==> src/rtl/transmit_fifo_pkg.sv <==
// ============================================================================
// transmit_fifo_pkg
// ----------------------------------------------------------------------------
// Shared sizing constants and types for the UART transmit-side byte FIFO.
//
//   DATA_W : width of one buffered byte
//   ADDR_W : pointer width; the buffer holds 2^ADDR_W entries
//   DEPTH  : number of entries (32 by default)
//
//   byte_t : one buffered byte
//   ptr_t  : read/write pointer into the storage array
//   cnt_t  : occupancy count, one bit wider than a pointer so that a
//            completely full buffer (DEPTH entries) is representable
//
// Optional feature macro: TRANSMIT_FIFO_FWFT_EN (see transmit_fifo.sv).
// ============================================================================
package transmit_fifo_pkg;

    localparam int DATA_W = 8;
    localparam int ADDR_W = 5;
    localparam int DEPTH  = 1 << ADDR_W;

    typedef logic [DATA_W-1:0] byte_t;
    typedef logic [ADDR_W-1:0] ptr_t;
    typedef logic [ADDR_W:0]   cnt_t;

endpackage

==> src/rtl/transmit_fifo_ram.sv <==
// ============================================================================
// transmit_fifo_ram
// ----------------------------------------------------------------------------
// Storage array for the transmit FIFO: 2^ADDR_W x DATA_W, one synchronous
// write port and one read port. The array itself is never reset; only the
// registered read-data output (default build) has a reset value.
//
// Ports:
//   i_clk     : clock, all state updates on the rising edge
//   i_rst     : synchronous active-high reset for the read-data register
//   i_wrEn    : write strobe
//   i_wrAddr  : write address
//   i_wrData  : write data
//   i_rdEn    : read strobe (loads the read register in the default build)
//   i_rdAddr  : read address
//   o_rdData  : read data
//
// Build option TRANSMIT_FIFO_FWFT_EN:
//   defined   -> asynchronous read, o_rdData follows i_rdAddr combinationally;
//                i_rst and i_rdEn have no effect
//   undefined -> synchronous read, o_rdData loads on i_rdEn and holds
// ============================================================================
module transmit_fifo_ram
    import transmit_fifo_pkg::*;
#(
    parameter int RAM_DATA_W = DATA_W,
    parameter int RAM_ADDR_W = ADDR_W
) (
    input  logic                  i_clk,
    input  logic                  i_rst,
    input  logic                  i_wrEn,
    input  logic [RAM_ADDR_W-1:0] i_wrAddr,
    input  logic [RAM_DATA_W-1:0] i_wrData,
    input  logic                  i_rdEn,
    input  logic [RAM_ADDR_W-1:0] i_rdAddr,
    output logic [RAM_DATA_W-1:0] o_rdData
);

    localparam int RAM_DEPTH = 1 << RAM_ADDR_W;

    logic [RAM_DATA_W-1:0] r_mem [RAM_DEPTH];

    // Write port. The array carries no reset so it maps onto plain
    // distributed RAM; stale contents are never observable because the
    // pointer/count logic in the top level guards every read.
    always_ff @(posedge i_clk) begin
        if (i_wrEn) begin
            r_mem[i_wrAddr] <= i_wrData;
        end
    end

`ifdef TRANSMIT_FIFO_FWFT_EN

    // First-word-fall-through: the head entry is presented combinationally
    // so the transmitter sees it as soon as the pointer settles.
    logic w_unusedRdCtl;

    assign w_unusedRdCtl = i_rst ^ i_rdEn;
    assign o_rdData      = r_mem[i_rdAddr];

`else

    logic [RAM_DATA_W-1:0] r_rdData;

    // Registered read: the byte being popped is captured on the pop edge
    // and held until the next pop. Only reset clears it; a flush leaves
    // the last transmitted byte visible.
    always_ff @(posedge i_clk) begin
        if (i_rst) begin
            r_rdData <= '0;
        end else if (i_rdEn) begin
            r_rdData <= r_mem[i_rdAddr];
        end
    end

    assign o_rdData = r_rdData;

`endif

endmodule

==> src/rtl/transmit_fifo.sv <==
// ============================================================================
// transmit_fifo
// ----------------------------------------------------------------------------
// UART transmit-side byte buffer: a 2^ADDR_W-entry circular FIFO sitting
// between the bus write path and the transmit shift engine. Bytes are pushed
// while the block is in fill mode and transmit is enabled, and popped one per
// done_tx while in drain mode. A programmable full level limits occupancy and
// rx_state_full performs a synchronous flush.
//
// Ports:
//   clk_i             : clock, all state on the rising edge
//   rst_ni            : synchronous reset, ACTIVE HIGH despite the name
//   wr_data           : byte to push
//   fifo_en           : global enable; no push or pop while low
//   ctrl_tx_buffer    : 0 = fill (push path), 1 = drain (pop path)
//   done_tx           : transmitter finished a byte; level-sampled pop request
//   TXen              : transmit enable, gates pushes
//   tx_buffer_overrun : overrun flag, blocks pushes while high
//   rx_state_full     : synchronous flush request
//   ptr_addr_wr_i     : full level; N != 0 -> full at N entries, 0 -> full
//                       at 2^ADDR_W entries
//   ptr_addr_wr_o     : current write pointer (next write address)
//   wr_data_o         : head / last popped byte for the transmitter
//
// Build option TRANSMIT_FIFO_FWFT_EN:
//   defined   -> first-word-fall-through, wr_data_o = empty ? 0 : mem[rp]
//   undefined -> wr_data_o is a register loaded with mem[rp] on each pop
// ============================================================================
module transmit_fifo
    import transmit_fifo_pkg::*;
#(
    parameter int FIFO_DATA_W = DATA_W,
    parameter int FIFO_ADDR_W = ADDR_W
) (
    input  logic                   clk_i,
    input  logic                   rst_ni,
    input  logic [FIFO_DATA_W-1:0] wr_data,
    input  logic                   fifo_en,
    input  logic                   ctrl_tx_buffer,
    input  logic                   done_tx,
    input  logic                   TXen,
    input  logic                   tx_buffer_overrun,
    input  logic                   rx_state_full,
    input  logic [FIFO_ADDR_W-1:0] ptr_addr_wr_i,
    output logic [FIFO_ADDR_W-1:0] ptr_addr_wr_o,
    output logic [FIFO_DATA_W-1:0] wr_data_o
);

    // Occupancy that corresponds to every slot in use; used when the
    // programmable full level is written as zero.
    localparam logic [FIFO_ADDR_W:0] CNT_DEPTH = {1'b1, {FIFO_ADDR_W{1'b0}}};

    logic [FIFO_ADDR_W-1:0] r_wp;
    logic [FIFO_ADDR_W-1:0] r_rp;
    logic [FIFO_ADDR_W:0]   r_count;

    logic [FIFO_ADDR_W:0]   w_limit;
    logic                   w_full;
    logic                   w_empty;
    logic                   w_push;
    logic                   w_pop;
    logic                   w_ramWrEn;
    logic                   w_ramRdEn;
    logic [FIFO_DATA_W-1:0] w_ramRdData;

    // Full uses >= rather than == so that lowering the level below the
    // current occupancy blocks pushes while keeping the stored bytes.
    assign w_limit = (ptr_addr_wr_i == '0) ? CNT_DEPTH : {1'b0, ptr_addr_wr_i};
    assign w_full  = (r_count >= w_limit);
    assign w_empty = (r_count == '0);

    // Push and pop are separated by ctrl_tx_buffer, so they can never
    // both be active in the same cycle.
    assign w_push = fifo_en & TXen & ~ctrl_tx_buffer & ~tx_buffer_overrun & ~w_full;
    assign w_pop  = fifo_en & ctrl_tx_buffer & done_tx & ~w_empty;

    // A flush wins over any transfer in the same cycle, so the storage
    // strobes are suppressed as well as the pointer updates.
    assign w_ramWrEn = w_push & ~rx_state_full;
    assign w_ramRdEn = w_pop  & ~rx_state_full;

    // Pointer and occupancy bookkeeping. Reset and flush both return the
    // FIFO to empty; the pointers wrap naturally at 2^FIFO_ADDR_W.
    always_ff @(posedge clk_i) begin
        if (rst_ni) begin
            r_wp    <= '0;
            r_rp    <= '0;
            r_count <= '0;
        end else if (rx_state_full) begin
            r_wp    <= '0;
            r_rp    <= '0;
            r_count <= '0;
        end else if (w_push) begin
            r_wp    <= r_wp + 1'b1;
            r_count <= r_count + 1'b1;
        end else if (w_pop) begin
            r_rp    <= r_rp + 1'b1;
            r_count <= r_count - 1'b1;
        end
    end

    transmit_fifo_ram #(
        .RAM_DATA_W (FIFO_DATA_W),
        .RAM_ADDR_W (FIFO_ADDR_W)
    ) u_ram (
        .i_clk    (clk_i),
        .i_rst    (rst_ni),
        .i_wrEn   (w_ramWrEn),
        .i_wrAddr (r_wp),
        .i_wrData (wr_data),
        .i_rdEn   (w_ramRdEn),
        .i_rdAddr (r_rp),
        .o_rdData (w_ramRdData)
    );

    assign ptr_addr_wr_o = r_wp;

`ifdef TRANSMIT_FIFO_FWFT_EN
    // Mask the array output while empty so stale bytes left behind by a
    // flush are never presented to the transmitter.
    assign wr_data_o = w_empty ? '0 : w_ramRdData;
`else
    assign wr_data_o = w_ramRdData;
`endif

endmodule

==> config.mk <==
export PLATFORM = sky130hd
export DESIGN_NAME = transmit_fifo
export DESIGN_NICKNAME = d
export VERILOG_FILES = /design/src/rtl/transmit_fifo_pkg.sv /design/src/rtl/transmit_fifo_ram.sv /design/src/rtl/transmit_fifo.sv
export SDC_FILE = /design/constraint.sdc
export NUM_CORES = 1
export LEC_CHECK = 0
export CORE_ASPECT_RATIO = 1.25
export CORE_MARGIN = 1.5
export CORE_UTILIZATION = 30
export DETAILED_ROUTE_END_ITERATION = 8
export HOLD_SLACK_MARGIN = 0.15
export PLACE_DENSITY = 0.53
export SKIP_LAST_GASP = 1
export SYNTH_ARGS = -nofsm -noshare
export SYNTH_HDL_FRONTEND = slang
export SYNTH_SLANG_ARGS = --single-unit
==> constraint.sdc <==
create_clock -name clk_i -period 9.55 [get_ports clk_i]
set_input_delay 1.91 -clock clk_i [delete_from_list [all_inputs] [get_ports clk_i]]
set_output_delay 1.91 -clock clk_i [all_outputs]
set_load 0.05 [all_outputs]
==> impl_metrics.toml, run 1 <==
[die]
fp.dieH_microns = 219
starting_density_of_the_core_pct = 30.3
core.rowCount = 79
fp.dieW_microns = 176
die_area_sq_um = 38600
core_area_sq_um = 37100
pin_count = 34

[layout]
mostFrequentLayoutCell = "edfxtp_1"
antenna_cells_inserted = 0
number_of_fill_cells_in_the_layout = 3469
final_cell_area_sq_um = 13000
flow.area_growth_from_synthesis_pct = 15.9
post_route_cells_drive_above_1_share_pct = 16.8
stdcell_count = 1165
design.final.nets = 696
most-common-layout-cells = "edfxtp_1, nor2_1, mux4_2"

[clock_network]
worstSkewPairLatency_ns = 0.54
clk_pin_slew_ns = 0.06
h-tree-depth = 1
post_cts_sizing_count = 0
postCtsSetupBuffers = 0
tritoncts = "built"
clockRootBuffer = "clkbuf_16"
cts_hold_repair.buffers = 0
cts_sinks = 280
cts-root-to-sink-buffers = 3
cts_made_buffers = 27

[grt]
grt_max_degree = 48
grtUsageTotal_pct = 13.1
grt_first_pass_wirelength_microns = 37600
number_of_global_route_vias_before_repair = 5889
globalRouteOverflowTotal = 0
initial_antenna_violation_count = 0

[sta]
maxSlewViolCount = 0
holdWs_ns = 0.480
tightestPinTransition_ns = 1.01
fmaxAchievable_mhz = 188
final.period_utilization_pct = 55.7
finalHoldViolCount = 0
timing.final.crit_period_ns = 5.32
tns_ns = 0
report.final.setup_viol = 0
clock_skew_ns = 0.0180
slew-limit-headroom_pct = 32.7
grt_setup_unrepaired = "no"

[place]
half_perimeter_wire_length_after_detailed_placement_microns = 15600
portBuffers = 33
routabilityCongestion = 0.736
placedInstanceArea_sq_um = 12100
dpl.cell_count = 1116

[setup_path]
worstSetupEndpoint = "u_ram.r_mem[25][3]$_DFFE_PP_"
cp-startpoint = "ptr_addr_wr_i[3]"
worst_path_dominant_cell_family = "simple AND/OR/NAND/NOR gates"
worst-r2r-setup-slack_ns = 5.83
cp_cell_sequence = "clkdlybuf4s50_1 > nor4_1 > nand2_1 > ha_1 > a211oi_1 > nand4b_1 > a31oi_2 > nand3b_1 > nor2_1"
cp_data_arrival_time_ns = 5.48
cp_data_required_time_ns = 9.71
critical_path_peak_fanout = 16
critPathCaptureType = "flip-flop"
regToRegEndpoint = "u_ram.r_mem[25][3]$_DFFE_PP_"
cp.depth = 9
timing.critical_path.slowest_cell_delay_ns = 0.78
timing.reg2reg.worst_path_depth = 8
critical_path.slowest_cell = "nor2_1"
timing.setup.critical_path_class = "primary input to flip-flop"
reg2reg_from = "r_count[0]$_SDFFE_PP0P_"
start_kind = "primary input"
cp_num_buf_inv = 1

[yosys]
synth_nets = 652
post-synth-top-area-cell = "edfxtp_1"
average_footprint_of_a_synthesized_cell_sq_um = 18.2
syn-instance-count = 615
post_synth_main_area_contributors = "edfxtp_1, mux4_2, dfxtp_1"
edff_count_synth = 256
syn-cell-area_sq_um = 11200
postSynth.topFlopCell = "edfxtp_1"
netlist.area_leader.share_pct = 68.5
async_reset_ff_share_pct = 0
synth-seq-area-share_pct = 72.8
synth_warnings = 0
postSynthRegisterBits = 280
synth.distinct_cells = 46

[detailed_routing]
drcViolationCount = 0
highest_routed_metal_layer = "met4"
drt_wl_total_microns = 24700
routed_metal_1_wire_length_microns = 10500
via_per_inst = 4.85
drt_wl_cell_microns = 21.2
detail_route.iter0.violations = 379
vias = 5652
route.met3.wl_microns = 1000
route.antenna.remaining_nets = 0
met2_wirelength_microns = 12500
drt-pass1-iter-count = 5

[power_and_ir_drop]
power_per_cell_area_nw_per_um2 = 191
p_leak_nw = 3.91
vdd.ir_drop.worst_mv = 0.108
p_total_mw = 2.49

[run_status]
outcome = "finished clean"

[flow_run]
max-cap-violations = 0

[hold_path]
hold_path_class = "flip-flop to flip-flop"
-- where the power goes --
part	switching [mW]	internal, mW
Combinational	0.0340	0.0183
Sequential	0.00167	1.34
Clock	0.444	0.651
-- synthesized netlist by cell type (2+ instances only) --
cell type / number
or3_1: 4
mux4_2: 47
nand2_1: 13
a21oi_1: 28
nand3b_1: 9
buf_1: 2
mux2i_1: 33
a22oi_1: 7
a22o_1: 14
o22ai_1: 8
a21o_1: 3
o21ai_0: 6
ha_1: 15
nor2b_1: 2
clkbuf_1: 16
mux4_1: 2
dfxtp_1: 24
xnor2_1: 3
a2111oi_2: 7
buf_4: 4
nor4_1: 2
xor2_1: 4
nor3_1: 5
nand3_1: 10
buf_2: 8
nand4_1: 3
nor2_1: 48
inv_1: 7
a211o_1: 2
o221ai_1: 8
edfxtp_1: 256
-- routing by layer --
metal,up-vias,global-route usage [%]
li1,2576,-
met5,-,0
met1,2899,16.9
met4,0,4.90
met2,140,22.7
met3,37,1.47
-- worst register-to-register path, delay by kind of cell, from the launching register on --
| kind | cells | cell delay, ns |
|---|---|---|
| AND/OR/NAND/NOR | 3 | 1.54 |
| AO/OA/AOI/OAI | 3 | 0.96 |
| flip-flops | 1 | 0.45 |
| adder cells (fa/ha/maj) | 1 | 0.29 |
| buffers and inverters | 1 | 0.10 |
-- state kept, by name, summed over array words and instances, names as in the netlist --
register	cells
ptr_addr_wr_o	5
r_count	6
r_rp	5
u_ram.o_rdData	8
u_ram.r_mem	256
-- how the worst min path moves through the flow --
stage / to / start / slack [ns] / cells after the start
after floorplan: r_count[4]$_SDFFE_PP0P_ / r_count[4]$_SDFFE_PP0P_ / 0.48 / 2
after global placement: u_ram.o_rdData[3]$_SDFFE_PP0P_ / u_ram.o_rdData[3]$_SDFFE_PP0P_ / 0.46 / 1
after detailed placement: u_ram.o_rdData[2]$_SDFFE_PP0P_ / u_ram.o_rdData[2]$_SDFFE_PP0P_ / 0.46 / 1
after CTS: u_ram.o_rdData[5]$_SDFFE_PP0P_ / u_ram.o_rdData[5]$_SDFFE_PP0P_ / 0.48 / 1
after global routing: u_ram.o_rdData[0]$_SDFFE_PP0P_ / u_ram.o_rdData[0]$_SDFFE_PP0P_ / 0.52 / 1
final: u_ram.o_rdData[5]$_SDFFE_PP0P_ / u_ram.o_rdData[5]$_SDFFE_PP0P_ / 0.48 / 1
-- cell type report --
| cell class | instances | area (sq um) | share of cell area (%) |
|---|---|---|---|
| Multi-Input combinational cell | 295 | 2850 | 21.9 |
| Clock inverter | 17 | 204 | 1.57 |
| Inverter | 8 | 30.0 | 0.231 |
| Sequential cell | 280 | 8170 | 62.9 |
| Timing Repair Buffer | 47 | 435 | 3.35 |
| Clock buffer | 32 | 694 | 5.34 |
| Tap cell | 486 | 608 | 4.68 |
-- cells by family after synthesis --
| family | count (synthesis) | share of synthesized area, % |
|---|---|---|
| fa+ha+maj | 16 | 1.85 |
| xor+xnor | 7 | 0.547 |
| buf+inv | 40 | 1.77 |
| flops | 280 | 72.8 |
| mux | 82 | 12.9 |
| compound gates | 89 | 5.89 |
| simple gates | 101 | 4.26 |
-- through the flow --
stage               setup slack (ns)  util (%)
global route                    3.82      35.1
global placement                3.70      32.6
finish                          4.23      35.1
detailed placement              3.63      32.6
CTS                             4.20      35.1
floorplan                       5.04         -
Note: power is estimated with default switching activity, not from simulation.
==> run 2, diff against run 1 <==
--- a/config.mk
+++ b/config.mk
@@ -10,7 +10,7 @@
 export CORE_UTILIZATION = 30
 export DETAILED_ROUTE_END_ITERATION = 8
 export HOLD_SLACK_MARGIN = 0.15
-export PLACE_DENSITY = 0.53
+export PLACE_DENSITY = 0.54
 export SKIP_LAST_GASP = 1
 export SYNTH_ARGS = -nofsm -noshare
 export SYNTH_HDL_FRONTEND = slang
==> constraint.sdc (replaced) <==
create_clock -name clk_i -period 4.5 [get_ports clk_i]
set_input_delay 0.9 -clock clk_i [delete_from_list [all_inputs] [get_ports clk_i]]
set_output_delay 0.9 -clock clk_i [all_outputs]
set_load 0.05 [all_outputs]
==> run 2 against run 1 <==
Wire length is 2.0% lower. Final cell count grew 2.9%. Highest routed layer unchanged. Setup slack worse by 3.3 ns. First-iteration DRC count fell by 12%. Total power increased by 100%. Die area unchanged. Global-route usage down 0.29 points. Core utilization increased by 0.52 points. Count of clock-buffer cells in the layout increased by 3. Cell area is 1.5% higher. Clock skew is 0.0012 ns lower. Flip-flop and latch count unchanged. Largest power group unchanged.
==> impl_metrics.toml, run 2 (synthesis gave the netlist of run 1 again) <==
[sta]
grt_setup_unrepaired = "no"
maxSlewViolCount = 0
slew-limit-headroom_pct = 16.3
final.period_utilization_pct = 78.9
clock_skew_ns = 0.0168
fin_ws_ns = 0.949
fmaxAchievable_mhz = 282
tns_ns = 0
tightestPinTransition_ns = 1.25
finalHoldViolCount = 0
timing.final.crit_period_ns = 3.55
report.final.setup_viol = 0

[run_status]
outcome = "finished clean"

[grt]
globalRouteOverflowTotal = 0
globalRouteMet2Util_pct = 22.8
grtUsageMet1_pct = 16.6
grt_max_degree = 43
globalRoute.busiestLayer = "met2"
initial_antenna_violation_count = 0
grtUsageTotal_pct = 12.8
grt_first_pass_wirelength_microns = 37100
number_of_global_route_vias_before_repair = 5945
gr-usage-met3_pct = 1.28

[layout]
antenna_cells_inserted = 0
mostFrequentLayoutCell = "edfxtp_1"
register_area_sq_um = 8170
post_route_cells_drive_above_1_share_pct = 20.8
design.final.nets = 730
combined_area_of_the_multi_input_logic_cells_sq_um = 2850
max_flop_register = "u_ram.r_mem"
most-common-layout-cells = "edfxtp_1, nor2_1, mux4_2, buf_4"
number_of_fill_cells_in_the_layout = 3474
largest_register_ffs = 256
final_cell_area_sq_um = 13200
flow.area_growth_from_synthesis_pct = 17.6

[clock_network]
worstSkewPairLatency_ns = 0.54
tritoncts = "built"
cts-root-to-sink-buffers = 3
postCtsSetupBuffers = 0
post_cts_sizing_count = 0
h-tree-depth = 1
cts_hold_repair.buffers = 0
cts_made_buffers = 27
clockRootBuffer = "clkbuf_16"
cts_sinks = 280
clk_pin_slew_ns = 0.06

[power_and_ir_drop]
power_per_cell_area_nw_per_um2 = 384
vdd.ir_drop.worst_mv = 0.237
p_leak_nw = 4.05

[place]
placedInstanceArea_sq_um = 12400
half_perimeter_wire_length_after_detailed_placement_microns = 15100
portBuffers = 33
dp_worst_setup_slack_ns = 0.449
routabilityCongestion = 0.705

[setup_path]
cp_data_required_time_ns = 4.97
critPathCaptureType = "flip-flop"
start_kind = "primary input"
timing.setup.critical_path_class = "primary input to flip-flop"
cp_cell_sequence = "clkdlybuf4s50_1 > nor4_1 > nand2_1 > ha_1 > a211oi_1 > nand4b_1 > a31oi_2 > inv_2 > ha_1 > o21ai_0 > o21bai_1 > a21oi_1 > or4_1 > nand3_1"
crit_path_frequent_cell = "ha_1"
critical_path_peak_fanout = 14
timing.critical_path.slowest_cell_delay_ns = 0.44
cp_data_arrival_time_ns = 4.02
critical_path.slowest_cell = "clkdlybuf4s50_1"

[hold_path]
hold_path_class = "flip-flop to flip-flop"

[detailed_routing]
drcViolationCount = 0
detail_route.iter0.violations = 333
drt_wl_total_microns = 24200
drt_wl_cell_microns = 20.2
route.antenna.remaining_nets = 0
vias = 5764
drt-pass1-iter-count = 4
via_per_inst = 4.81

[die]
starting_density_of_the_core_pct = 30.3
pin_count = 34
core.rowCount = 79
fp.dieW_microns = 176
fp.dieH_microns = 219
die_area_sq_um = 38600
core_area_sq_um = 37100

[flow_run]
max-cap-violations = 0
## run 2: changes by cell type in the layout (fill, tap and decap cells not counted)
| cell | previous run | this run |
|---|---|---|
| bufinv_16 | 5 | 1 |
| buf_4 | 14 | 47 |
| inv_8 | 0 | 1 |
| clkinvlp_4 | 0 | 2 |
| clkinv_2 | 7 | 6 |
| clkinv_1 | 5 | 3 |
| clkbuf_8 | 0 | 1 |
| inv_6 | 0 | 1 |
| buf_12 | 0 | 1 |
| clkbuf_1 | 5 | 7 |
## run 2: where the power goes
part	leakage [nW]	internal [mW]	switching (mW)
Sequential	2.49	2.84	0.00335
Clock	0.401	1.18	0.934
Combinational	1.16	0.0373	0.0678
Total	4.05	4.06	1.00
## run 2: worst paths after layout
path,start,end,slack [ns],depth (start not counted)
worst max-delay path,ptr_addr_wr_i[3],r_count[5]$_SDFFE_PP0P_,0.95,14
worst max register to register,r_count[0]$_SDFFE_PP0P_,r_count[5]$_SDFFE_PP0P_,1.55,13
worst min register to register,u_ram.o_rdData[6]$_SDFFE_PP0P_,u_ram.o_rdData[6]$_SDFFE_PP0P_,0.51,2
worst min-delay path,u_ram.o_rdData[6]$_SDFFE_PP0P_,u_ram.o_rdData[6]$_SDFFE_PP0P_,0.51,2
## run 2: area by class of cell
cell class / count / share of cell area, %
sequential: 280 / 62.0
multi-input combinational: 295 / 21.6
clock buffer: 35 / 5.43
timing repair buffer: 81 / 5.33
tap: 486 / 4.61
clock inverter: 14 / 0.807
inverter: 8 / 0.228
## run 2: metrics by stage
step                std cells  utilization, %  power, mW  hold WS [ns]
floorplan                 615               -       2.93         0.477
global placement         1150            33.4       3.00         0.501
detailed placement       1150            33.4       3.00         0.495
CTS                      1199            35.6       5.12         0.504
global route             1199            35.6       5.23         0.510
finish                   1199            35.6       5.06         0.508
## run 2: routing by layer
metal / part of all wire [%] / vias up / routed length (microns)
met5: 0 / - / 0
met2: 51 / 103 / 12400
li1: - / 2658 / -
met4: 1.6 / 0 / 382
met3: 3.4 / 24 / 815
met1: 44 / 2979 / 10600
## run 2: worst max-delay path, delay by kind of cell
family          cells  cell delay [ns]
simple gates        5             1.00
compound gates      5             0.84
fa+ha+maj           2             0.69
buf+inv             2             0.60
==> run 3, diff against run 2 <==
--- a/config.mk
+++ b/config.mk
@@ -10,7 +10,7 @@
 export CORE_UTILIZATION = 30
 export DETAILED_ROUTE_END_ITERATION = 8
 export HOLD_SLACK_MARGIN = 0.15
-export PLACE_DENSITY = 0.54
+export PLACE_DENSITY = 0.53
 export SKIP_LAST_GASP = 1
 export SYNTH_ARGS = -nofsm -noshare
 export SYNTH_HDL_FRONTEND = slang
==> constraint.sdc (replaced) <==
create_clock -name clk_i -period 3.7 [get_ports clk_i]
set_input_delay 0.74 -clock clk_i [delete_from_list [all_inputs] [get_ports clk_i]]
set_output_delay 0.74 -clock clk_i [all_outputs]
set_load 0.05 [all_outputs]
==> run 3 against run 2 <==
Wire length up 1.1%. Flip-flop and latch count unchanged. Total power up 23%. Via count up 1.1%. Sequential power up 21%. Cell area up 1.4%. Sequential share of layout area down 0.88 points. Core utilization up 0.51 points. Global-route usage up 0.24 points. Highest routed layer unchanged. Largest cell class unchanged.
==> impl_metrics.toml, run 3 (synthesis gave the netlist of run 1 again) <==
[detailed_routing]
drt_wl_total_microns = 24500
vias = 5828
route.antenna.remaining_nets = 0
drt-pass1-iter-count = 4
via_per_inst = 4.77
drt_wl_cell_microns = 20.0
drcViolationCount = 0
detail_route.iter0.violations = 313

[grt]
number_of_global_route_vias_before_repair = 6108
grt_first_pass_wirelength_microns = 37600
globalRouteOverflowTotal = 0
globalRouteMet2Util_pct = 23.3
grtUsageMet1_pct = 16.3
gr-usage-met3_pct = 1.68
grtUsageTotal_pct = 13.1
grt_max_degree = 40
initial_antenna_violation_count = 0
globalRoute.busiestLayer = "met2"

[sta]
maxSlewViolCount = 0
timing.final.crit_period_ns = 3.23
fin_ws_ns = 0.469
grt_setup_unrepaired = "no"
finalHoldViolCount = 0
clock_skew_ns = 0.0112
report.final.setup_viol = 0
tns_ns = 0
tightestPinTransition_ns = 1.08
final.period_utilization_pct = 87.3
slew-limit-headroom_pct = 28.0
fmaxAchievable_mhz = 309

[setup_path]
cp_cell_sequence = "clkdlybuf4s50_1 > nor4_1 > nand2_1 > ha_1 > a211oi_1 > nand4b_1 > a31oi_2 > inv_2 > ha_1 > a21o_1 > nor2_1 > o21bai_1 > a21oi_1 > or4_1 > nand3_1"
cp_data_arrival_time_ns = 3.70
regToRegEndpoint = "r_count[5]$_SDFFE_PP0P_"
critical_path.slowest_cell = "clkdlybuf4s50_1"
critPathCaptureType = "flip-flop"
crit_path_frequent_cell = "ha_1"
reg2reg_from = "r_count[0]$_SDFFE_PP0P_"
cp_num_buf_inv = 2
start_kind = "primary input"
timing.setup.critical_path_class = "primary input to flip-flop"
cp_data_required_time_ns = 4.17
timing.reg2reg.worst_path_depth = 14
critical_path_peak_fanout = 6
timing.critical_path.slowest_cell_delay_ns = 0.41
worst_path_dominant_cell_family = "simple AND/OR/NAND/NOR gates"
worst-r2r-setup-slack_ns = 0.80

[die]
fp.dieW_microns = 176
fp.dieH_microns = 219
pin_count = 34
die_area_sq_um = 38600
core.rowCount = 79
starting_density_of_the_core_pct = 30.3
core_area_sq_um = 37100

[clock_network]
tritoncts = "built"
post_cts_sizing_count = 0
cts_hold_repair.buffers = 0
cts_sinks = 280
clockRootBuffer = "clkbuf_16"
cts_made_buffers = 27
clk_pin_slew_ns = 0.06
worstSkewPairLatency_ns = 0.53
postCtsSetupBuffers = 0
cts-root-to-sink-buffers = 3
h-tree-depth = 1

[place]
dp_worst_setup_slack_ns = -0.0587
routabilityCongestion = 0.721
half_perimeter_wire_length_after_detailed_placement_microns = 15600
portBuffers = 33

[hold_path]
hold_path_class = "flip-flop to flip-flop"
min-delay-start = "u_ram.o_rdData[4]$_SDFFE_PP0P_"
depth_of_the_worst_hold_timing_path = 1
hold_crit_endpoint = "u_ram.o_rdData[4]$_SDFFE_PP0P_"

[power_and_ir_drop]
vdd.ir_drop.worst_mv = 0.209
power_per_cell_area_nw_per_um2 = 465
p_total_mw = 6.21
p_leak_nw = 4.18

[layout]
max_flop_register = "u_ram.r_mem"
post_route_cells_drive_above_1_share_pct = 23.3
largest_register_ffs = 256
mostFrequentLayoutCell = "edfxtp_1"
antenna_cells_inserted = 0
design.final.nets = 752
most-common-layout-cells = "edfxtp_1, buf_4, nor2_1"
final_core_util_pct = 36.1
number_of_fill_cells_in_the_layout = 3481
flow.area_growth_from_synthesis_pct = 19.3

[flow_run]
max-cap-violations = 0

[run_status]
outcome = "finished clean"
## run 3: cell count changes in the layout (fill, tap and decap cells not counted), sizes merged
cell / change
clkinv: -1
clkinvlp: -2
buf: +22
clkbuf: +5
inv: -2
## run 3: how the worst max path moves through the flow
stage,from,endpoint,slack [ns],cells after the start
4_1_cts,ptr_addr_wr_i[3],r_count[5]$_SDFFE_PP0P_,0.48,15
5_1_grt,ptr_addr_wr_i[3],r_count[5]$_SDFFE_PP0P_,0.22,14
3_3_place_gp,ptr_addr_wr_i[3],r_count[5]$_SDFFE_PP0P_,-0.03,14
3_5_place_dp,ptr_addr_wr_i[3],r_count[5]$_SDFFE_PP0P_,-0.06,15
2_1_floorplan,ptr_addr_wr_i[3],r_count[5]$_SDFFE_PP0P_,0.36,13
6_report,ptr_addr_wr_i[3],r_count[5]$_SDFFE_PP0P_,0.47,15
## run 3: worst register-to-register path: cells and delay by family, from the launching register on
kind            cells  cell delay [ns]
simple gates        4             0.69
fa+ha+maj           2             0.57
buf+inv             2             0.21
flops               1             0.44
compound gates      6             0.93
## run 3: through the flow
stage	hold WS [ns]	area (sq um)	cells
6_report	0.481	13400	1221
5_1_grt	0.503	13400	1221
4_1_cts	0.490	13400	1221
3_5_place_dp	0.471	12500	1172
3_3_place_gp	0.472	12500	1172
2_1_floorplan	0.477	11200	615
## run 3: final cells by class
type | instances | area [sq um] | area share (%)
tap | 486 | 608 | 4.55
inverter | 8 | 30.0 | 0.225
timing repair buffer | 103 | 868 | 6.49
clock inverter | 9 | 72.6 | 0.543
clock buffer | 40 | 774 | 5.79
sequential | 280 | 8170 | 61.1
multi-input combinational | 295 | 2850 | 21.3
## run 3: per-layer routing
metal | routed length, microns | share of wire, %
met1 | 10400 | 43
met2 | 12600 | 52
met3 | 755 | 3.1
met4 | 628 | 2.6
met5 | 0 | 0
## run 3: report_power, final
| group | switching [mW] | internal [mW] | total (mW) |
|---|---|---|---|
| Combinational | 0.0853 | 0.0527 | 0.138 |
| Sequential | 0.00387 | 3.45 | 3.45 |
| Clock | 1.11 | 1.51 | 2.62 |
==> edit (flow settings as in run 2) <==
Build with the macro `TRANSMIT_FIFO_FWFT_EN` defined.
--- a/src/rtl/transmit_fifo_ram.sv
+++ b/src/rtl/transmit_fifo_ram.sv
@@ -20,6 +20,8 @@
 //                i_rst and i_rdEn have no effect
 //   undefined -> synchronous read, o_rdData loads on i_rdEn and holds
 // ============================================================================
+`define TRANSMIT_FIFO_FWFT_EN
+
 module transmit_fifo_ram
     import transmit_fifo_pkg::*;
 #(
Function: changed (a bounded check fails within 4 cycles, from zero or initial values and one cycle with rst_ni high).
==> edit against run 2 <==
  * Synthesized area down 0.54%
  * Sequential cell count down 3
  * Power up 0.42%
  * Core utilization up 0.41 points
  * Design area down 0.39%
  * Maximum frequency down 19%
  * Count of clock-buffer cells in the layout up 1
  * Worst setup slack worse by 0.81 ns
  * Final cell count down 5.0%
  * Routed wire length down 3.8%
  * Highest routed layer unchanged
==> edit: results (changes against run 2) <==
| Metric | Value |
|---|---|
| Status | completed |
| Hpwl dp | 15,100 µm (+0.21%) |
| Largest net degree at the start of global routing | 50 (+16%) |
| Synth Area in Adders | 1.86% (+0.010 points) |
| Vias | 5,454 (-5.4%) |
| DR iter-0 viols | 407 (+22%) |
| Post-synthesis net count | 598 (-8.3%) |
| CP arrival | 3.46 ns (-0.56 ns) |
| Peak supply drop | 0.288 mV (+21%) |
| Setup slack, reg-to-reg | 1.21 ns (-0.34 ns) |
| Met2 WL post-DR | 12,500 µm (+0.96%) |
| Post-CTS setup buffer count | 1 (+1) |
| Int Power | 4100 µW (+1.1%) |
| Max stage delay on crit path | 0.74 ns (+0.30 ns) |
| Met3 WL | 909 µm (+12%) |
| Synth top cells by count | edfxtp_1 (256), mux4_2 (59), nor2_1 (50) |
| Share of the synthesized area in the top cell type | 68.9% (+0.37 points) |
| Sequential fraction of the synthesis area | 72.7% (-0.15 points) |
| Static Leak | 0.00419 µW (+3.4%) |
| Met3 Track Usage GR | 1.57% (+0.28 points) |
| Metal1 wirelength | 9440 µm (-11%) |
| Synth Area in Compound Gates | 2.36% (-3.5 points) |
| Ranking of synthesized cells by area | edfxtp_1 (69%), mux4_2 (12%), dfxtp_1 (3.8%) |
| WHS | 0.524 ns (+0.0166 ns) |
| XOR/XNOR Fraction of Synth Area | 0.942% (+0.40 points) |
| Clk_skew | 0.0224 ns (+0.00554 ns) |
| Synth unique cells | 48 (+4.3%) |
| CTS Buf Count | 26 (-3.7%) |
==> edit: cell count changes after synthesis, sizes merged, moves of 8 or more <==
cell	delta
mux2i	-23
a21oi	-21
clkbuf	-11
mux4	+23
a22o	-14
inv	+8
o22ai	-8
==> edit: path summary, 6_finish.rpt <==
check / startpoint / to / cells past startpoint
setup / recovery: flip-flop / wr_data_o[7] / 6
hold reg to reg: r_count[5] / r_count[5] / 2
setup reg to reg: r_count[5] / r_count[5] / 12
hold / removal: r_count[5] / r_count[5] / 2
==> edit: area by class of cell <==
class                   count  area [µm²]
clock buffers              36         729
clock inverters            11         105
fillers                  3383       23400
inverters                  16        60.1
multi-input cells         244        2830
flip-flops and latches    277        8110
well taps                 480         601
repair buffers             75         696
==> edit: power groups by stage <==
stage	sequential, µW	clock [µW]	combinational, µW
2_1_floorplan	2870	0	54.7
3_3_place_gp	2870	0	126
3_5_place_dp	2870	0	133
4_1_cts	2810	2200	135
5_1_grt	2810	2290	145
6_report	2810	2140	133
